===== config.mk =====
export PLATFORM = sky130hd
export DESIGN_NAME = ser_tx_shifter
export DESIGN_NICKNAME = d
export VERILOG_FILES = /design/src/rtl/ser_tx_shifter.sv
export SDC_FILE = /design/constraint.sdc
export NUM_CORES = 1
export LEC_CHECK = 0
export CAP_MARGIN = 0
export CORE_MARGIN = 2
export CORE_UTILIZATION = 51
export CTS_CLUSTER_DIAMETER = 100
export DETAILED_ROUTE_END_ITERATION = 10
export GPL_ROUTABILITY_DRIVEN = 0
export PLACE_DENSITY = 0.85
export SYNTH_ARGS = -nofsm -noshare
export SYNTH_HDL_FRONTEND = slang
export SYNTH_SLANG_ARGS = --single-unit

===== constraint.sdc =====
create_clock -name clk -period 2.44 [get_ports clk]
set_input_delay 0.488 -clock clk [delete_from_list [all_inputs] [get_ports clk]]
set_output_delay 0.488 -clock clk [all_outputs]
set_load 0.005 [all_outputs]

===== src/rtl/ser_tx_shifter.sv =====
// FIFO-buffered parallel-to-serial shifter; bits advance on the bit_en strobe.
// Define SER_PARITY_EN to append an odd-parity bit to every frame.
module ser_tx_shifter #(
   parameter int unsigned WIDTH     = 8,
   parameter int unsigned DEPTH     = 4,
   parameter bit          MSB_FIRST = 1'b1,
   parameter bit          IDLE_LVL  = 1'b1
) (
   input  logic                   clk,
   input  logic                   rst,
   input  logic [WIDTH-1:0]       in_data,
   input  logic                   in_valid,
   output logic                   in_ready,
   input  logic                   bit_en,
   output logic                   dout,
   output logic                   dout_valid,
   output logic                   busy,
   output logic [$clog2(DEPTH):0] count
);
   localparam int unsigned PW = $clog2(DEPTH);
   localparam int unsigned CW = PW + 1;
   localparam int unsigned IW = (WIDTH > 1) ? $clog2(WIDTH) : 1;
   localparam logic [IW-1:0] LAST_IDX = IW'(WIDTH - 1);

   typedef enum logic [1:0] {
      IDLE,
`ifdef SER_PARITY_EN
      PARITY,
`endif
      SHIFT
   } state_t;

   state_t           state_q, state_d;
   logic [WIDTH-1:0] word_q, word_d;
   logic [IW-1:0]    idx_q, idx_d;
   logic [IW-1:0]    sel_idx;
   logic             dout_q, dout_d;
   logic             dout_valid_q, dout_valid_d;
   logic [CW-1:0]    count_q, count_d;
   logic [PW-1:0]    wr_ptr_q, wr_ptr_d;
   logic [PW-1:0]    rd_ptr_q, rd_ptr_d;
   logic [WIDTH-1:0] mem_q [DEPTH];
   logic             push, load;

   assign in_ready   = (count_q < CW'(DEPTH)) && !rst;
   assign busy       = (state_q != IDLE) || (count_q != '0);
   assign count      = count_q;
   assign dout       = dout_q;
   assign dout_valid = dout_valid_q;

   always_comb begin
      push    = in_valid && in_ready;
      load    = 1'b0;
      state_d = state_q;
      word_d  = word_q;
      idx_d   = idx_q;

      case (state_q)
         IDLE: load = (count_q != '0);
         SHIFT: begin
            if (bit_en) begin
               if (idx_q == LAST_IDX) begin
`ifdef SER_PARITY_EN
                  state_d = PARITY;
`else
                  state_d = IDLE;
                  load    = (count_q != '0);
`endif
               end else begin
                  idx_d = idx_q + 1'b1;
               end
            end
         end
`ifdef SER_PARITY_EN
         PARITY: begin
            if (bit_en) begin
               state_d = IDLE;
               load    = (count_q != '0);
            end
         end
`endif
         default: state_d = IDLE;
      endcase

      // A load overrides the IDLE fallback so back-to-back frames have no gap.
      if (load) begin
         state_d = SHIFT;
         word_d  = mem_q[rd_ptr_q];
         idx_d   = '0;
      end

      wr_ptr_d = push ? wr_ptr_q + 1'b1 : wr_ptr_q;
      rd_ptr_d = load ? rd_ptr_q + 1'b1 : rd_ptr_q;
      case ({push, load})
         2'b10:   count_d = count_q + 1'b1;
         2'b01:   count_d = count_q - 1'b1;
         default: count_d = count_q;
      endcase

      // Output flops are computed from next-state so dout tracks the launched bit.
      sel_idx      = MSB_FIRST ? (LAST_IDX - idx_d) : idx_d;
      dout_d       = IDLE_LVL;
      dout_valid_d = 1'b0;
      case (state_d)
         SHIFT: begin
            dout_d       = word_d[sel_idx];
            dout_valid_d = 1'b1;
         end
`ifdef SER_PARITY_EN
         PARITY: begin
            dout_d       = ~^word_d;
            dout_valid_d = 1'b1;
         end
`endif
         default: ;
      endcase
   end

   always_ff @(posedge clk) begin
      if (rst) begin
         state_q      <= IDLE;
         word_q       <= '0;
         idx_q        <= '0;
         dout_q       <= IDLE_LVL;
         dout_valid_q <= 1'b0;
         count_q      <= '0;
         wr_ptr_q     <= '0;
         rd_ptr_q     <= '0;
      end else begin
         state_q      <= state_d;
         word_q       <= word_d;
         idx_q        <= idx_d;
         dout_q       <= dout_d;
         dout_valid_q <= dout_valid_d;
         count_q      <= count_d;
         wr_ptr_q     <= wr_ptr_d;
         rd_ptr_q     <= rd_ptr_d;
      end
      if (push) begin
         mem_q[wr_ptr_q] <= in_data;
      end
   end

endmodule


# Word-level counts from Yosys, hierarchy flattened
# Memories as Yosys holds them, arrays and structs flattened. A register that Yosys moved wholly into a read port is not among the register bits.
# Index checks and enable logic that the tools add are counted.
[op_classes]
eq_ne = 5
add_sub_neg = 6
n_reduce_logical = 9
bitwise_logic = 1
n_lt_le_gt_ge = 2
mux = 20
[op_table]
columns = ["op", "count"]
rows = [
  ["two-way mux 3 bit", 4],
  ["two-way mux 2 bit", 5],
  ["two-way mux 8 bit", 1],
  ["adder 3 x 1 -> 3 bit, second input constant", 2],
  ["== test 2 x 1 -> 1 bit, second input constant", 3],
  ["two-way mux 1 bit", 6],
  ["case mux 3 bit (2 select lines)", 1],
  ["adder 2 x 1 -> 2 bit, second input constant", 2],
  ["< comparator 3 x 4 -> 1 bit, second input constant", 1],
  ["case mux 2 bit (2 select lines)", 1],
  ["nonzero test 2 bit", 2],
  ["binary-select mux 1 bit (select 3 bit)", 1],
  ["== test 3 bit, second input constant", 1],
  ["< comparator 3 bit, second input constant", 1],
  ["nonzero test 3 bit", 1],
  ["subtractor 3 x 1 -> 3 bit, second input constant", 1],
  ["subtractor 3 bit, first input constant", 1],
  ["== test 2 bit, second input constant", 1],
  ["logical AND 1 bit", 2],
  ["zero test 2 bit", 1],
  ["case mux 1 bit (2 select lines)", 1],
  ["OR reduction 2 bit", 1],
  ["zero test 1 bit", 1],
  ["logical OR 1 bit", 1],
  ["NOT 1 bit", 1],
]
[totals]
inputBits = 12
mem_count = 1
elab_cells = 52
regBits = 22
output_inout_bits = 7
ram_bits = 32
[memory_table]
columns = ["name", "words", "width", "rd", "rd_clocked_by_memory_dff", "wr", "line_no", "source"]
rows = [
  ["mem_q", 4, 8, 1, 1, 1, "42", "logic [WIDTH-1:0] mem_q [DEPTH];"],
]

# Logic depth before layout (Yosys ltp)
[logic_depth]
depth_word = 8
depth_mapped = 9

# Worst setup path before layout
# Ideal clock, no wire load.
[synth_path]
path_kind = "register to register"
from = "register idx_q[1]"
to = "register count_q[2], in the netlist count[2]"
synth_period_minus_slack_ns = 2.517
stages_incl_launch_ff = 10
path_slack_ns = -0.077
t_arrival_ns = 2.446
path_cell_list = "dfxtp_1 -> ha_1 -> nand3_1 -> a211oi_1 -> buf_2 -> ha_1 -> fa_1 -> xnor2_1 -> or3_1 -> a21oi_1"
[synth_via]
elab_chain_cells = 6
elab_cells_between_ends = 8
cone_classes = "eq/ne: 3; mux: 4; reduce/logical: 1"
[synth_lines]
columns = ["item", "line_no", "source"]
rows = [
  ["start, declared", "35", "logic [IW-1:0] idx_q, idx_d;"],
  ["start signal, assigned", "132", "idx_q <= idx_d;"],
  ["== test 3 bit (*)", "62", "if (idx_q == LAST_IDX) begin"],
  ["two-way mux 1 bit (*)", "62", ""],
  ["two-way mux 1 bit (*)", "61", "if (bit_en) begin"],
  ["case mux 1 bit (2 select lines) (*)", "58", "case (state_q)"],
  ["== test 2 x 1 -> 1 bit / == test 2 bit (equally long branches)", "94", "case ({push, load})"],
  ["case mux 3 bit (2 select lines) / nonzero test 2 bit (equally long branches)", "-", ""],
  ["end signal, assigned", "135", "count_q <= count_d;"],
  ["end, declared", "39", "logic [CW-1:0] count_q, count_d;"],
]
# Every way passes the cells marked *; elsewhere a longest branch is shown, timed or not.
# A chain may end at the register's enable or synchronous reset.

# Worst setup path after layout
[layout_path]
from = "input rst"
to = "register count_q[2], in the netlist count[2]"
[layout_via]
elab_chain_cells = 5
elab_cells_between_ends = 7
cone_classes = "eq/ne: 2; mux: 1; reduce/logical: 4"
[layout_lines]
columns = ["item", "line_no", "source"]
rows = [
  ["start, declared", "10", "input logic rst,"],
  ["zero test 1 bit", "45", "assign in_ready = (count_q < CW'(DEPTH)) && !rst;"],
  ["logical AND 1 bit", "45", ""],
  ["logical AND 1 bit", "52", "push = in_valid && in_ready;"],
  ["== test 2 x 1 -> 1 bit / == test 2 bit (equally long branches)", "94", ""],
  ["case mux 3 bit (2 select lines) / nonzero test 2 bit (equally long branches)", "-", ""],
]
# Parallel ways exist; a longest one is shown, timed or not.

==> summary.txt <==
==============================================================================
Mean routed wirelength per cell ................................. 15.7 microns
Drt first-iter violations .......................................          100
Total inserted antenna cells ....................................            0
Synthesized area per cell .......................................   14.0 sq um
Worst Hold Path EP .............................................. word_q[5]$_SDFF_PP0_
Maximum vdd ir drop .............................................     0.583 mV
Die height ...................................................... 71.6 microns
Final count of pins violating max slew ..........................            0
Number of endpoints failing setup at the final stage ............            0
Post-CTS sizing .................................................            0
Area of the die .................................................   5130 sq um
TritonCTS buffer count ..........................................            5
Critical-path top delay cell .................................... sky130_fd_sc_hd__clkdlybuf4s50_1
Worst hold start ................................................ word_q[5]$_SDFF_PP0_
Worst skew pair latency .........................................      0.31 ns
Number of vias after detailed routing ...........................         1365
Post-synthesis instance area ....................................   2330 sq um
Final layout net count ..........................................          212
Vias in the first global route ..................................         1400
Highest cell delay on the worst timing path .....................      0.43 ns
Std cell rows ...................................................           24
Antenna violations before repair ................................            0
Start-to-end type of the worst setup path ....................... input pin to flop
Worst reg2reg path endpoint ..................................... count[2]$_SDFFE_PP0P_
Class of the tightest hold or removal check ..................... flop to flop
Final ANT Viol Nets .............................................            0
Starting density of the core ....................................        53.2%
Setup repair after global routing missed its margin .............        false
Ordered cell list for the critical path ......................... clkdlybuf4s50_1, nor2_1, and2_1, inv_1, ha_1, fa_1, xnor2_1, or3_1, a21oi_1
Core region area ................................................   4380 sq um
Origin of the critical flop-to-flop path ........................ idx_q[0]$_SDFF_PP0_
Skew final ......................................................    0.0110 ns
Final Util ......................................................        61.6%
Layout overhead on the synthesized area .........................        15.8%
Synthesis Warnings ..............................................            0
Worst setup SP type .............................................    input pin
Fraction of the yosys area taken by sequential cells ............        61.8%
Share of post-route cells with drive strength above 1 ...........        15.5%
Die Wd .......................................................... 71.6 microns
Top achievable clock speed ......................................    0.438 GHz
Critical path data required time ................................      2.69 ns
IO Pins .........................................................           19
Arrival time at the worst endpoint ..............................      2.53 ns
Maximum capacitance violations ..................................            0
Post-CTS setup buffers ..........................................            0
CTS clk-pin slew, worst paths ...................................      0.10 ns
Worst-margin pin slew ...........................................     0.550 ns
Post-synth ARST share ...........................................           0%
Fin Setup TNS ...................................................         0 ns
Total of fill cells in the finished design ......................          318
Outcome ......................................................... finished, final reports clean
Quantity of hold-fixing buffers added after cts .................            0
Hold path cells .................................................            2
CTS tree ........................................................         done
Half-perimeter wire length after placement ...................... 2810 microns
Worst-case headroom to the max-slew limit .......................        63.3%
Flops & latches, synth ..........................................           56
R2r worst-path depth ............................................            8
Reg-to-reg slack, setup .........................................      0.23 ns
Buffers on Ports ................................................           18
Combined area of the multi-input logic cells ....................    831 sq um
Clock H-tree levels .............................................            2
Residual DRC ....................................................            0
Detailed-route wire length ...................................... 3860 microns
Synth Net Count .................................................          186
CTS max path bufs ...............................................            2
Post-detailed-route via-to-cell ratio ...........................         5.55
Share of the clock period used by the worst path after layout ...        93.5%
Largest fanout on the critical path .............................            2
First-pass GRT wire length ...................................... 6570 microns
Synthesized instance count ......................................          167
Worst hold margin ...............................................     0.529 ns
Most frequently used flop master after synthesis ................ sky130_fd_sc_hd__edfxtp_1
Overall global routing resource usage ...........................        16.9%
Master cell of the clock root buffer ............................ sky130_fd_sc_hd__clkbuf_8
Maximum number of pins on one net before global-route repair ....           23
Cell leakage power ..............................................     0.954 nW
Final critical path time including I/O delays and setup .........      2.28 ns
Footprint of the flip-flops and latches .........................   1440 sq um
Remaining global-route overflow .................................            0
Pre-antenna DRT Iters ...........................................            4
Final Hold Vio Count ............................................            0
Areal power density over the cells ..............................  876 nW/um^2
Number of enable-type register cells in the synthesized netlist .           32
Nature of the critical path endpoint ............................         flop
Unique masters post-synth .......................................           36
TritonCTS Sinks .................................................           56
==============================================================================
cell usage in the layout (no fill, tap or decap), types with 2 or more instances in the layout:
master                            netlist  layout
sky130_fd_sc_hd__clkbuf_8               0       6
sky130_fd_sc_hd__edfxtp_1              32      32
sky130_fd_sc_hd__nand2_1                6       6
sky130_fd_sc_hd__a211oi_1               3       2
sky130_fd_sc_hd__and3_1                 4       4
sky130_fd_sc_hd__o21ai_0                3       3
sky130_fd_sc_hd__buf_4                  1       9
sky130_fd_sc_hd__xor2_1                 2       2
sky130_fd_sc_hd__mux2i_1               11      11
sky130_fd_sc_hd__nor2_1                21      21
sky130_fd_sc_hd__ha_1                   6       6
sky130_fd_sc_hd__a21oi_1                3       3
sky130_fd_sc_hd__nor2b_1                2       2
sky130_fd_sc_hd__mux4_2                11      11
sky130_fd_sc_hd__nand3_1                2       2
sky130_fd_sc_hd__inv_1                  6       6
sky130_fd_sc_hd__clkdlybuf4s50_1        0      18
sky130_fd_sc_hd__nor3_1                 5       5
sky130_fd_sc_hd__dfxtp_1               24      24
sky130_fd_sc_hd__clkinv_2               0       2
sky130_fd_sc_hd__xnor2_1                4       4
synth_stat cells, types with 2 or more instances:
| library cell | count | share of area [%] |
|---|---|---|
| sky130_fd_sc_hd__a211oi_1 | 3 | 0.97 |
| sky130_fd_sc_hd__a21oi_1 | 3 | 0.64 |
| sky130_fd_sc_hd__and3_1 | 4 | 1.1 |
| sky130_fd_sc_hd__clkbuf_1 | 4 | 0.64 |
| sky130_fd_sc_hd__dfxtp_1 | 24 | 21 |
| sky130_fd_sc_hd__edfxtp_1 | 32 | 41 |
| sky130_fd_sc_hd__ha_1 | 6 | 3.2 |
| sky130_fd_sc_hd__inv_1 | 6 | 0.97 |
| sky130_fd_sc_hd__mux2i_1 | 11 | 4.7 |
| sky130_fd_sc_hd__mux4_2 | 11 | 11 |
| sky130_fd_sc_hd__nand2_1 | 6 | 0.97 |
| sky130_fd_sc_hd__nand3_1 | 2 | 0.43 |
| sky130_fd_sc_hd__nor2_1 | 21 | 3.4 |
| sky130_fd_sc_hd__nor2b_1 | 2 | 0.54 |
| sky130_fd_sc_hd__nor3_1 | 5 | 1.1 |
| sky130_fd_sc_hd__o21ai_0 | 3 | 0.64 |
| sky130_fd_sc_hd__xnor2_1 | 4 | 1.5 |
| sky130_fd_sc_hd__xor2_1 | 2 | 0.75 |
layout make-up:
| type | count | share of cell area [%] |
|---|---|---|
| sequential | 56 | 53.4 |
| multi-input combinational | 97 | 30.8 |
| timing repair buffer | 27 | 9.18 |
| clock buffer | 6 | 3.06 |
| tap | 52 | 2.41 |
| inverter | 6 | 0.834 |
| clock inverter | 2 | 0.371 |
flip-flops by register name, summed over array words and instances, names as in the netlist, named ones only:
name        flops
idx_q           3
dout            1
dout_valid      1
count           3
wr_ptr_q        2
state_q         2
mem_q          32
word_q          8
rd_ptr_q        2
routing by layer:
layer | GRT usage (%) | vias to the layer above | part of all wire (%)
li1 | - | 665 | -
met1 | 21.4 | 668 | 43
met2 | 27.9 | 28 | 52
met3 | 4.50 | 4 | 3.5
met4 | 6.92 | 0 | 1.1
met5 | 0 | - | 0
worst max-delay path, delay by kind of cell:
family | cells | cell delay, ns
xor gates and xnor gates | 1 | 0.15
and+or+nand+nor | 3 | 0.65
AOI/OAI and AO/OA | 1 | 0.14
buffers and inverters | 2 | 0.49
adders and majority gates | 2 | 0.60
report_power, final:
group | leakage, nW | internal [mW] | switching (mW) | total, mW
combinational | 0.417 | 0.368 | 0.264 | 0.632
clock | 0.0510 | 0.227 | 0.271 | 0.498
sequential | 0.486 | 1.11 | 0.120 | 1.23
metrics by stage:
stage	setup slack, ns	cells	power, mW	cell area (sq um)
after floorplan	0.0616	167	1.65	2340
after global placement	-0.00383	238	1.85	2610
after detailed placement	-0.129	238	1.89	2610
after CTS	0.190	246	2.40	2700
after global routing	0.0376	246	2.51	2700
final	0.159	246	2.36	2700
how the worst max path moves through the flow:
stage | cells after the start | slack, ns | endpoint | startpoint
2_1_floorplan | 8 | 0.06 | count[2]$_SDFFE_PP0P_ | count[1]$_SDFFE_PP0P_
3_3_place_gp | 9 | -0.004 | count[2]$_SDFFE_PP0P_ | rst
3_5_place_dp | 9 | -0.13 | count[2]$_SDFFE_PP0P_ | rst
4_1_cts | 9 | 0.19 | count[2]$_SDFFE_PP0P_ | rst
5_1_grt | 8 | 0.04 | count[2]$_SDFFE_PP0P_ | idx_q[0]$_SDFF_PP0_
6_report | 9 | 0.16 | count[2]$_SDFFE_PP0P_ | rst
cell families (layout without fill, tap and decap cells):
family,count (synthesis),count (layout),share of synthesized area (%)
buffers and inverters,14,41,2.79
flip-flops,56,56,61.8
AND/OR/NAND/NOR,46,46,9.34
other,1,1,0.161
adder cells (fa/ha/maj),7,7,4.08
AO/OA/AOI/OAI,15,15,4.24
XOR/XNOR,6,6,2.25
multiplexers,22,22,15.3
(Power assumes the default switching activity.)
